`src/rtl/freq_measure_scheduler_pkg.sv`:
```
// rtl/freq_measure_scheduler_pkg.sv - shared state encoding and sizing helpers for the frequency scheduler
package freq_measure_scheduler_pkg;

    localparam int CLEAR_CYCLES = 2;

    typedef enum logic [2:0] {
        ST_IDLE,
        ST_FIND,
        ST_CLEAR,
        ST_SETTLE,
        ST_DISCARD,
        ST_ACCUM,
        ST_EMIT
    } state_t;

    function automatic int ch_width(input int n);
        return (n > 1) ? $clog2(n) : 1;
    endfunction

endpackage

```
`src/rtl/freq_measure_scheduler_if.sv`:
```
// rtl/freq_measure_scheduler_if.sv - control, counter and result signals of the frequency scheduler
interface freq_measure_scheduler_if #(
    parameter int NUM_CH = 8
);
    import freq_measure_scheduler_pkg::*;

    localparam int CH_W = ch_width(NUM_CH);

    logic              START;
    logic [NUM_CH-1:0] CH_MASK;
    logic              BUSY;
    logic              DONE;
    logic [CH_W-1:0]   SEL;
    logic              CNT_RST_N;
    logic              FREQ_SEL;
    logic [31:0]       PERIOD;
    logic              RES_VALID;
    logic              RES_READY;
    logic [CH_W-1:0]   RES_CH;
    logic [31:0]       RES_PERIOD;
    logic              RES_TIMEOUT;

    modport master (
        output START, CH_MASK, FREQ_SEL, PERIOD, RES_READY,
        input  BUSY, DONE, SEL, CNT_RST_N, RES_VALID, RES_CH, RES_PERIOD, RES_TIMEOUT
    );

    modport slave (
        input  START, CH_MASK, FREQ_SEL, PERIOD, RES_READY,
        output BUSY, DONE, SEL, CNT_RST_N, RES_VALID, RES_CH, RES_PERIOD, RES_TIMEOUT
    );

endinterface

```
`src/rtl/freq_edge_detect.sv`:
```
// rtl/freq_edge_detect.sv - falling-edge detector with a one-cycle-delayed sample strobe
module freq_edge_detect (
    input  logic CLK,
    input  logic RST,
    input  logic clr,
    input  logic din,
    output logic fall,
    output logic sample
);

    logic prev;

    assign fall = prev & ~din;

    // sample lags fall by one cycle so a counter updated on the same edge is already stable
    always_ff @(posedge CLK) begin
        if (RST || clr) begin
            prev   <= 1'b0;
            sample <= 1'b0;
        end else begin
            prev   <= din;
            sample <= fall;
        end
    end

endmodule

```
`src/rtl/freq_measure_scheduler.sv`:
```
// rtl/freq_measure_scheduler.sv - sweeps one shared frequency counter across masked oscillator channels
module freq_measure_scheduler #(
    parameter int NUM_CH        = 8,
    parameter int SETTLE_CYCLES = 16,
    parameter int DISCARD       = 3,
    parameter int AVG_LOG2      = 2,
    parameter int TIMEOUT       = 65535
) (
    input  logic CLK,
    input  logic RST,
    freq_measure_scheduler_if.slave bus
);
    import freq_measure_scheduler_pkg::*;

    localparam int CH_W    = ch_width(NUM_CH);
    localparam int NUM_AVG = 1 << AVG_LOG2;
    localparam int ACC_W   = 32 + AVG_LOG2;

    state_t            state;
    logic              busy, done, cnt_rst_n, res_valid, res_timeout;
    logic [CH_W-1:0]   sel, res_ch;
    logic [31:0]       res_period;
    logic [NUM_CH-1:0] mask;
    logic [1:0]        clr_cnt;
    logic [31:0]       settle_cnt, to_cnt, edge_cnt;
    logic [ACC_W-1:0]  acc, acc_next;
    logic              edge_clr, fall, sample, timed_out, acc_done;
    logic [CH_W:0]     next_ch;

    function automatic logic [CH_W:0] find_first(input logic [NUM_CH-1:0] m,
                                                 input logic [CH_W-1:0]   from);
        logic [CH_W:0] r;
        r = '0;
        for (int i = NUM_CH - 1; i >= 0; i--)
            if (m[i] && i >= int'(from))
                r = {1'b1, CH_W'(i)};
        return r;
    endfunction

    // Edges seen before DISCARD (including SETTLE) must never reach the counters
    assign edge_clr  = (state != ST_DISCARD) && (state != ST_ACCUM);
    assign next_ch   = find_first(mask, sel);
    assign acc_next  = acc + ACC_W'(bus.PERIOD);
    assign timed_out = !fall && (to_cnt == 32'(TIMEOUT - 1));
    assign acc_done  = (state == ST_ACCUM) && sample && (edge_cnt == 32'(NUM_AVG - 1));

    freq_edge_detect u_edge (
        .CLK    (CLK),
        .RST    (RST),
        .clr    (edge_clr),
        .din    (bus.FREQ_SEL),
        .fall   (fall),
        .sample (sample)
    );

    always_ff @(posedge CLK) begin
        if (RST) begin
            state       <= ST_IDLE;
            busy        <= 1'b0;
            done        <= 1'b0;
            sel         <= '0;
            cnt_rst_n   <= 1'b0;
            res_valid   <= 1'b0;
            res_ch      <= '0;
            res_period  <= '0;
            res_timeout <= 1'b0;
            mask        <= '0;
            clr_cnt     <= '0;
            settle_cnt  <= '0;
            to_cnt      <= '0;
            edge_cnt    <= '0;
            acc         <= '0;
        end else begin
            done <= 1'b0;
            case (state)
                ST_IDLE: begin
                    cnt_rst_n <= 1'b0;
                    if (bus.START) begin
                        mask  <= bus.CH_MASK;
                        busy  <= 1'b1;
                        sel   <= '0;
                        state <= ST_FIND;
                    end
                end
                ST_FIND: begin
                    cnt_rst_n <= 1'b0;
                    if (next_ch[CH_W]) begin
                        sel     <= next_ch[CH_W-1:0];
                        clr_cnt <= '0;
                        state   <= ST_CLEAR;
                    end else begin
                        done  <= 1'b1;
                        busy  <= 1'b0;
                        state <= ST_IDLE;
                    end
                end
                ST_CLEAR: begin
                    edge_cnt <= '0;
                    acc      <= '0;
                    to_cnt   <= '0;
                    clr_cnt  <= clr_cnt + 2'd1;
                    if (clr_cnt == 2'(CLEAR_CYCLES - 1)) begin
                        cnt_rst_n  <= 1'b1;
                        settle_cnt <= '0;
                        state      <= ST_SETTLE;
                    end
                end
                ST_SETTLE: begin
                    settle_cnt <= settle_cnt + 32'd1;
                    if (settle_cnt == 32'(SETTLE_CYCLES - 1))
                        state <= ST_DISCARD;
                end
                ST_DISCARD, ST_ACCUM: begin
                    to_cnt <= fall ? '0 : to_cnt + 32'd1;
                    if (state == ST_DISCARD) begin
                        if (sample) begin
                            if (edge_cnt == 32'(DISCARD - 1)) begin
                                edge_cnt <= '0;
                                state    <= ST_ACCUM;
                            end else begin
                                edge_cnt <= edge_cnt + 32'd1;
                            end
                        end
                    end else if (sample) begin
                        acc      <= acc_next;
                        edge_cnt <= edge_cnt + 32'd1;
                    end
                    if (acc_done) begin
                        res_period  <= acc_next[AVG_LOG2 +: 32];
                        res_timeout <= 1'b0;
                        res_valid   <= 1'b1;
                        res_ch      <= sel;
                        state       <= ST_EMIT;
                    end else if (timed_out) begin
                        res_period  <= '0;
                        res_timeout <= 1'b1;
                        res_valid   <= 1'b1;
                        res_ch      <= sel;
                        state       <= ST_EMIT;
                    end
                end
                ST_EMIT: begin
                    if (bus.RES_READY) begin
                        res_valid <= 1'b0;
                        mask[sel] <= 1'b0;
                        state     <= ST_FIND;
                    end
                end
                default: state <= ST_IDLE;
            endcase
        end
    end

    assign bus.BUSY        = busy;
    assign bus.DONE        = done;
    assign bus.SEL         = sel;
    assign bus.CNT_RST_N   = cnt_rst_n;
    assign bus.RES_VALID   = res_valid;
    assign bus.RES_CH      = res_ch;
    assign bus.RES_PERIOD  = res_period;
    assign bus.RES_TIMEOUT = res_timeout;

endmodule

```
`src/flat_wrapper.sv`:
```
// flat-port wrapper written by rule: the top's interface ports become plain ports
module freq_measure_scheduler_flat import freq_measure_scheduler_pkg::*;
#(
    parameter int NUM_CH        = 8,
    parameter int SETTLE_CYCLES = 16,
    parameter int DISCARD       = 3,
    parameter int AVG_LOG2      = 2,
    parameter int TIMEOUT       = 65535
)
  (CLK, RST, bus_START, bus_CH_MASK, bus_FREQ_SEL, bus_PERIOD, bus_RES_READY, bus_BUSY, bus_DONE, bus_SEL, bus_CNT_RST_N, bus_RES_VALID, bus_RES_CH, bus_RES_PERIOD, bus_RES_TIMEOUT);
  freq_measure_scheduler_if #(.NUM_CH(NUM_CH)) bus_i ();
  input  logic CLK;
  input  logic RST;
  input wire logic [$bits(bus_i.START)-1:0] bus_START;
  input wire logic [$bits(bus_i.CH_MASK)-1:0] bus_CH_MASK;
  input wire logic [$bits(bus_i.FREQ_SEL)-1:0] bus_FREQ_SEL;
  input wire logic [$bits(bus_i.PERIOD)-1:0] bus_PERIOD;
  input wire logic [$bits(bus_i.RES_READY)-1:0] bus_RES_READY;
  output wire logic [$bits(bus_i.BUSY)-1:0] bus_BUSY;
  output wire logic [$bits(bus_i.DONE)-1:0] bus_DONE;
  output wire logic [$bits(bus_i.SEL)-1:0] bus_SEL;
  output wire logic [$bits(bus_i.CNT_RST_N)-1:0] bus_CNT_RST_N;
  output wire logic [$bits(bus_i.RES_VALID)-1:0] bus_RES_VALID;
  output wire logic [$bits(bus_i.RES_CH)-1:0] bus_RES_CH;
  output wire logic [$bits(bus_i.RES_PERIOD)-1:0] bus_RES_PERIOD;
  output wire logic [$bits(bus_i.RES_TIMEOUT)-1:0] bus_RES_TIMEOUT;
  assign bus_i.START = bus_START;
  assign bus_i.CH_MASK = bus_CH_MASK;
  assign bus_i.FREQ_SEL = bus_FREQ_SEL;
  assign bus_i.PERIOD = bus_PERIOD;
  assign bus_i.RES_READY = bus_RES_READY;
  assign bus_BUSY = bus_i.BUSY;
  assign bus_DONE = bus_i.DONE;
  assign bus_SEL = bus_i.SEL;
  assign bus_CNT_RST_N = bus_i.CNT_RST_N;
  assign bus_RES_VALID = bus_i.RES_VALID;
  assign bus_RES_CH = bus_i.RES_CH;
  assign bus_RES_PERIOD = bus_i.RES_PERIOD;
  assign bus_RES_TIMEOUT = bus_i.RES_TIMEOUT;
  freq_measure_scheduler #(.NUM_CH(NUM_CH), .SETTLE_CYCLES(SETTLE_CYCLES), .DISCARD(DISCARD), .AVG_LOG2(AVG_LOG2), .TIMEOUT(TIMEOUT)) u_core (.CLK(CLK), .RST(RST), .bus(bus_i));
endmodule
```
`config.mk`:
```
export PLATFORM = sky130hd
export DESIGN_NAME = freq_measure_scheduler_flat
export DESIGN_NICKNAME = d
export VERILOG_FILES = /design/src/rtl/freq_measure_scheduler_pkg.sv /design/src/rtl/freq_measure_scheduler_if.sv /design/src/rtl/freq_edge_detect.sv /design/src/rtl/freq_measure_scheduler.sv /design/src/flat_wrapper.sv
export SDC_FILE = /design/constraint.sdc
export NUM_CORES = 1
export LEC_CHECK = 0
export BUFFER_PORTS_ARGS = -buffer_cell sky130_fd_sc_hd__buf_2
export CAP_MARGIN = 5
export CORE_UTILIZATION = 55
export CTS_BUF_LIST = sky130_fd_sc_hd__clkbuf_8
export CTS_CLUSTER_SIZE = 10
export DETAILED_ROUTE_END_ITERATION = 8
export GPL_TIMING_DRIVEN = 0
export HOLD_SLACK_MARGIN = 0.12
export PLACE_DENSITY = 0.75
export SYNTH_ARGS = -nofsm -noshare
export SYNTH_HDL_FRONTEND = slang
export SYNTH_SLANG_ARGS = --single-unit
```
`constraint.sdc`:
```
create_clock -name CLK -period 3.3 [get_ports CLK]
set_input_delay 0.66 -clock CLK [delete_from_list [all_inputs] [get_ports CLK]]
set_output_delay 0.66 -clock CLK [all_outputs]
set_load 0.1 [all_outputs]
```
Word-level counts from Yosys, hierarchy flattened

Cells that the tools add are included.

Register bits after elaboration: 188
Input bits: 45
Output and inout bits: 43
Logic and storage cells: 154

$add $sub $neg: 5
Order comparisons: 9
Eq/ne operators: 25
Muxes and demuxes: 56
Bitwise logic cells: 5
Reductions and logical operators: 37

Operators by type and width:

| cell                                                   | number |
|---|---|
| two-way mux 32 bit                                     | 8 |
| case mux 32 bit (2 select lines)                       | 3 |
| adder 32 x 1 -> 32 bit (second input constant)         | 3 |
| two-way mux 34 bit                                     | 2 |
| case mux 34 bit (2 select lines)                       | 1 |
| equality test 32 x 2 -> 1 bit (second input constant)  | 2 |
| two-way mux 3 bit                                      | 13 |
| adder 34 x 32 -> 34 bit                                | 1 |
| equality test 32 x 16 -> 1 bit (second input constant) | 1 |
| equality test 32 x 4 -> 1 bit (second input constant)  | 1 |
| two-way mux 4 bit                                      | 8 |
| case mux 3 bit (6 select lines)                        | 1 |
| two-way mux 8 bit                                      | 2 |
| case mux 8 bit (2 select lines)                        | 1 |
| nonzero test 2 bit                                     | 8 |
| AND reduction 3 bit                                    | 5 |
| logical AND 1 bit                                      | 12 |
| inequality test 2 bit (second input constant)          | 5 |
| AND reduction 2 bit                                    | 5 |
| equality test 3 bit (second input constant)            | 3 |
| >= comparator 3 bit (first input constant)             | 3 |
| two-way mux 1 bit                                      | 9 |
| bitwise AND 8 bit                                      | 1 |
| inequality test 4 x 1 -> 1 bit (second input constant) | 2 |
| 25 further kinds                                       | 37 |

Longest topological paths before layout

Depth in word-level cells: 11
Mapped depth: 12
Gate-level depth less buffers: 11

By module

A second synthesis with hierarchy kept.

Cell total of the unflattened synthesis: 1284
Area total of the unflattened synthesis: 10201.0 µm²

By module, submodules not included:

| module                 | instances | cells each | area each (µm²) | seq. area each (µm²) |
|---|---|---|---|---|
| freq_measure_scheduler | 1         | 1279       | 10129.7         | 3723.6 |
| freq_edge_detect       | 1         | 5          | 71.3            | 40.0 |

Least setup slack after synthesis

No wires, ideal clock.

Path type: input port to flip-flop
Start point: input bus_PERIOD[0]
End point: register u_core.res_period[30], in the netlist u_core.bus.RES_PERIOD[30]
Setup time: 118 ps
Arrival time: 2841 ps
Required time: 3182 ps
Path slack: 342 ps
Stages: 11
Buffers on the path: 0
Path through: ha_1 fa_1 a21oi_1 o21ai_1 a21oi_1 o21ai_1 a21bo_2 a21oi_1 o31ai_1 xor2_1 a22o_1

Cells in the longest elaborated chain, start to end: 2

RTL lines:

| what                    | RTL line                      | text |
|---|---|---|
| start, declared         | flat_wrapper.sv:17            | `input wire logic [$bits(bus_i.PERIOD)-1:0] bus_PERIOD;` |
| adder 34 x 32 -> 34 bit | freq_measure_scheduler.sv:43  | `assign acc_next = acc + ACC_W'(bus.PERIOD);` |
| two-way mux 32 bit      | freq_measure_scheduler.sv:128 | `if (acc_done) begin` |
| end signal, assigned    | freq_measure_scheduler.sv:129 | `res_period <= acc_next[AVG_LOG2 +: 32];` |
| end, declared           | freq_measure_scheduler.sv:22  | `logic [31:0] res_period;` |

No other way between the ends.
A chain may end at the register's enable or synchronous reset.

Worst setup path after layout

Start point: register u_core.acc[0]
End point: register u_core.res_period[24], in the netlist u_core.bus.RES_PERIOD[24]

Cells in the longest elaborated chain, start to end: 2

RTL lines:

| what                    | RTL line                      | text |
|---|---|---|
| start, declared         | freq_measure_scheduler.sv:26  | `logic [ACC_W-1:0] acc, acc_next;` |
| start signal, assigned  | freq_measure_scheduler.sv:125 | `acc <= acc_next;` |
| adder 34 x 32 -> 34 bit | freq_measure_scheduler.sv:43  |  |
| two-way mux 32 bit      | freq_measure_scheduler.sv:128 |  |

No other way between the ends.

==> flow_summary.toml <==
[yosys]
syn_area_um2 = 9970
synthXorXnorAreaFrac_pct = 4.39
synth_fa_ha_area_share_pct = 4.97
synth_top_family_by_area = "simple AND/OR/NAND/NOR gates"
synth.ff_latch_count = 188
ys.flop_type = "dfxtp_1"
ys_types = 73
synth_mux_area_share_pct = 0.967
synth_compound_gate_area_share_pct = 21.8
ys_warn_count = 0
synth_cells = 1251
synth_edf_count = 0
synth.yosys.seq_area_share_pct = 37.8
async_reset_ff_share_pct = 0
synthSimpleGateAreaFrac_pct = 27.0
syn-num-nets = 1335
avgSynthCellArea_um2 = 7.97

[clock_network]
clk_latency_ns = 0.47
clock-root-buffer = "clkbuf_8"
cts_tree = "done"
path_clk_slew_ns = 0.09
clock_path_buffers = 2
htree_levels = 4
cts_buffers = 17
clock-sinks = 188

[grt]
grt_pass1_vias = 8516
grt_pass1_wl_mm = 41.6
antenna_found_initial = 0
globalRouteOverflowTotal = 0
gr-usage-met2_pct = 45.6
met3_usage_pct = 4.22
gr-usage-met1_pct = 38.4
track_usage_pct = 28.0
grt_max_degree = 17
top_usage_layer = "met2"

[job]
maxCapViolCount = 0

[detailed_routing]
post_drt_wl_per_cell_um = 16.0
drtPass1Iterations = 5
drc_errors = 0
viasPerCell = 6.00
vias = 9561
drt-total-wl_mm = 25.5
ant_nets = 0
dr.first_iter.drc_count = 737

[timing]
finalSetupViolCount = 0
grt_setup_unrepaired = "false"
finalMaxSlewViolations = 0
tightestPinTransition_ns = 1.10
fin_ws_ns = 0.262
hold_viol = 0
relSlewSlack_pct = 25.8
skew_ns = 0.0122
clock.fmax_mhz = 329
period_minus_slack_ns = 3.04
finalCritPeriodShare_pct = 92.0
holdWs_ns = 0.418

[placed_design]
dp_hpwl_mm = 18.4
io_buffers = 86
dp_slack_ns = -0.286
gp_congestion = 0.930

[floorplanning]
num_rows = 48
initial_core_util_pct = 57.0
ioPinCount = 88
die-area_um2 = 18700
die_h_um = 137
coreArea_um2 = 17500
fp.dieW_um = 137

[min_path]
hold_path.class = "input pin to register"

[power_and_ir_drop]
vdd_drop_max_mv = 0.425
p_comb_share_pct = 25.9
clockPowerShare_pct = 31.0
intPower_mw = 3.66
p_per_area_nw_per_um2 = 505
power_switching_mw = 1.96
switching_share_pct = 34.9
pwr-share-seq_pct = 43.1
leakage_nw = 4.40

[layout]
drive_gt1_share_pct = 11.2
nNetsFinal = 1440
area_growth_pct = 11.8
diodes = 0

[worst_setup_path]
start_kind = "register"
cp.required_ns = 3.66
path_max_fanout = 4
arrival_ns = 3.39
crit_type = "register to register"
endpoint_kind = "register"

[run_status]
status = "finished clean"
## cell families (layout without fill, tap and decap cells)
kind of cell,count (synthesis),after routing
flip-flops,188,188
AO/OA/AOI/OAI,341,341
adder cells (fa/ha/maj),39,39
multiplexers,9,9
AND/OR/NAND/NOR,544,544
buffers and inverters,80,198
XOR/XNOR,50,50
## routing by layer
layer / routed length [um] / vias to the layer above
li1: - / 4772
met1: 12000 / 4487
met2: 12000 / 271
met3: 1200 / 31
met4: 338 / 0
met5: 0 / -
## worst paths after layout
kind / start / end / slack [ns] / depth (start not counted)
min reg2reg: u_core.bus.RES_PERIOD[24]$_SDFFE_PP0P_ / u_core.bus.RES_PERIOD[24]$_SDFFE_PP0P_ / 0.44 / 2
max: u_core.acc[0]$_SDFFE_PP0P_ / u_core.bus.RES_PERIOD[24]$_SDFFE_PP0P_ / 0.26 / 11
min: bus_CH_MASK[7] / u_core.mask[7]$_SDFFE_PP0P_ / 0.42 / 3
max reg2reg: u_core.acc[0]$_SDFFE_PP0P_ / u_core.bus.RES_PERIOD[24]$_SDFFE_PP0P_ / 0.26 / 11
## per-stage QoR
| step | power, mW | cells | cell area [um^2] | TNS (ns) | utilization (%) |
|---|---|---|---|---|---|
| 6_report | 5.62 | 1594 | 11100 | 0 | 63.7 |
| 5_1_grt | 5.90 | 1594 | 11100 | 0 | 63.7 |
| 4_1_cts | 5.63 | 1594 | 11100 | 0 | 63.7 |
| 3_5_place_dp | 3.91 | 1562 | 10700 | -1.49 | 61.1 |
| 3_3_place_gp | 3.89 | 1562 | 10700 | -1.26 | 61.1 |
| 2_1_floorplan | 3.51 | 1251 | 9970 | 0 | - |
## worst max-delay path, cell delays in order (launching register included)
cell	delay, ns
dfxtp_1	0.34
ha_1	0.24
fa_1	0.44
a21oi_1	0.16
o21ai_1	0.08
a21oi_2	0.25
o21ai_1	0.22
a211oi_1	0.37
o21ai_1	0.19
a21o_1	0.24
a311oi_1	0.31
nand2_1	0.08
## state kept, by name (all words and copies together), names as in the netlist, 2 cells and up
signal and flops:
u_core.acc 34, u_core.clr_cnt 2, u_core.bus.RES_CH 3, u_core.bus.SEL 3
u_core.mask 8, u_core.edge_cnt 32, u_core.settle_cnt 32, u_core.to_cnt 32
u_core.bus.RES_PERIOD 32, u_core.state 3
## synthesized netlist by cell type, drive strengths merged, types with 22 or more instances
cell type / count / share of area (%)
a21oi: 116 / 5.9
a22o: 30 / 2.6
a22oi: 33 / 2.5
and3: 27 / 1.7
clkbuf: 49 / 1.8
dfxtp: 188 / 38
ha: 38 / 4.8
nand2: 124 / 4.7
nand3: 64 / 3.3
nand4: 24 / 1.6
nor2: 170 / 6.5
nor3: 31 / 1.7
nor4: 32 / 2.5
o21ai: 68 / 3.4
xnor2: 22 / 1.9
xor2: 28 / 2.5
## power by group through the flow
stage / Clock [mW] / Sequential (mW) / Combinational (mW)
after CTS: 1.76 / 2.42 / 1.44
after floorplan: 0 / 2.59 / 0.925
after global placement: 0 / 2.47 / 1.42
after global routing: 1.86 / 2.44 / 1.60
final: 1.74 / 2.42 / 1.46
after detailed placement: 0 / 2.47 / 1.43
## cell type report
type	instances	area, um^2
tap	225	282
clock inverter	14	203
sequential	188	3760
inverter	19	71.3
clock buffer	18	248
fill	1549	6340
multi-input combinational	983	5900
buffer	61	243
timing repair buffer	86	430
## what timing repair did
item / in CTS / in global routing
setup buffers: 0 / 0
endpoints found under the setup margin: 0 / 13
hold buffers: 0 / 0
gates resized for setup: 0 / 2
## layout by cell type (no fill, tap or decap), types with 6 or more instances in the layout
master / instances
a211oi_1: 9
nand4_1: 23
a21oi_1: 114
nand3_1: 62
a31oi_1: 11
o21ai_0: 61
xnor2_1: 22
clkbuf_8: 18
nor3_1: 28
ha_1: 38
or2_2: 8
and3_1: 27
a22oi_1: 33
buf_2: 94
dfxtp_1: 188
or3_1: 13
a22o_1: 30
inv_1: 23
nor2_1: 168
nand2_1: 123
o21ai_1: 7
and2_1: 9
clkbuf_1: 49
a21o_1: 17
nor4_1: 27
xor2_1: 28
nor2b_1: 10
nand2b_1: 6
a311oi_1: 12
o211ai_1: 11
No activity file was read; power rests on OpenSTA's default activity.
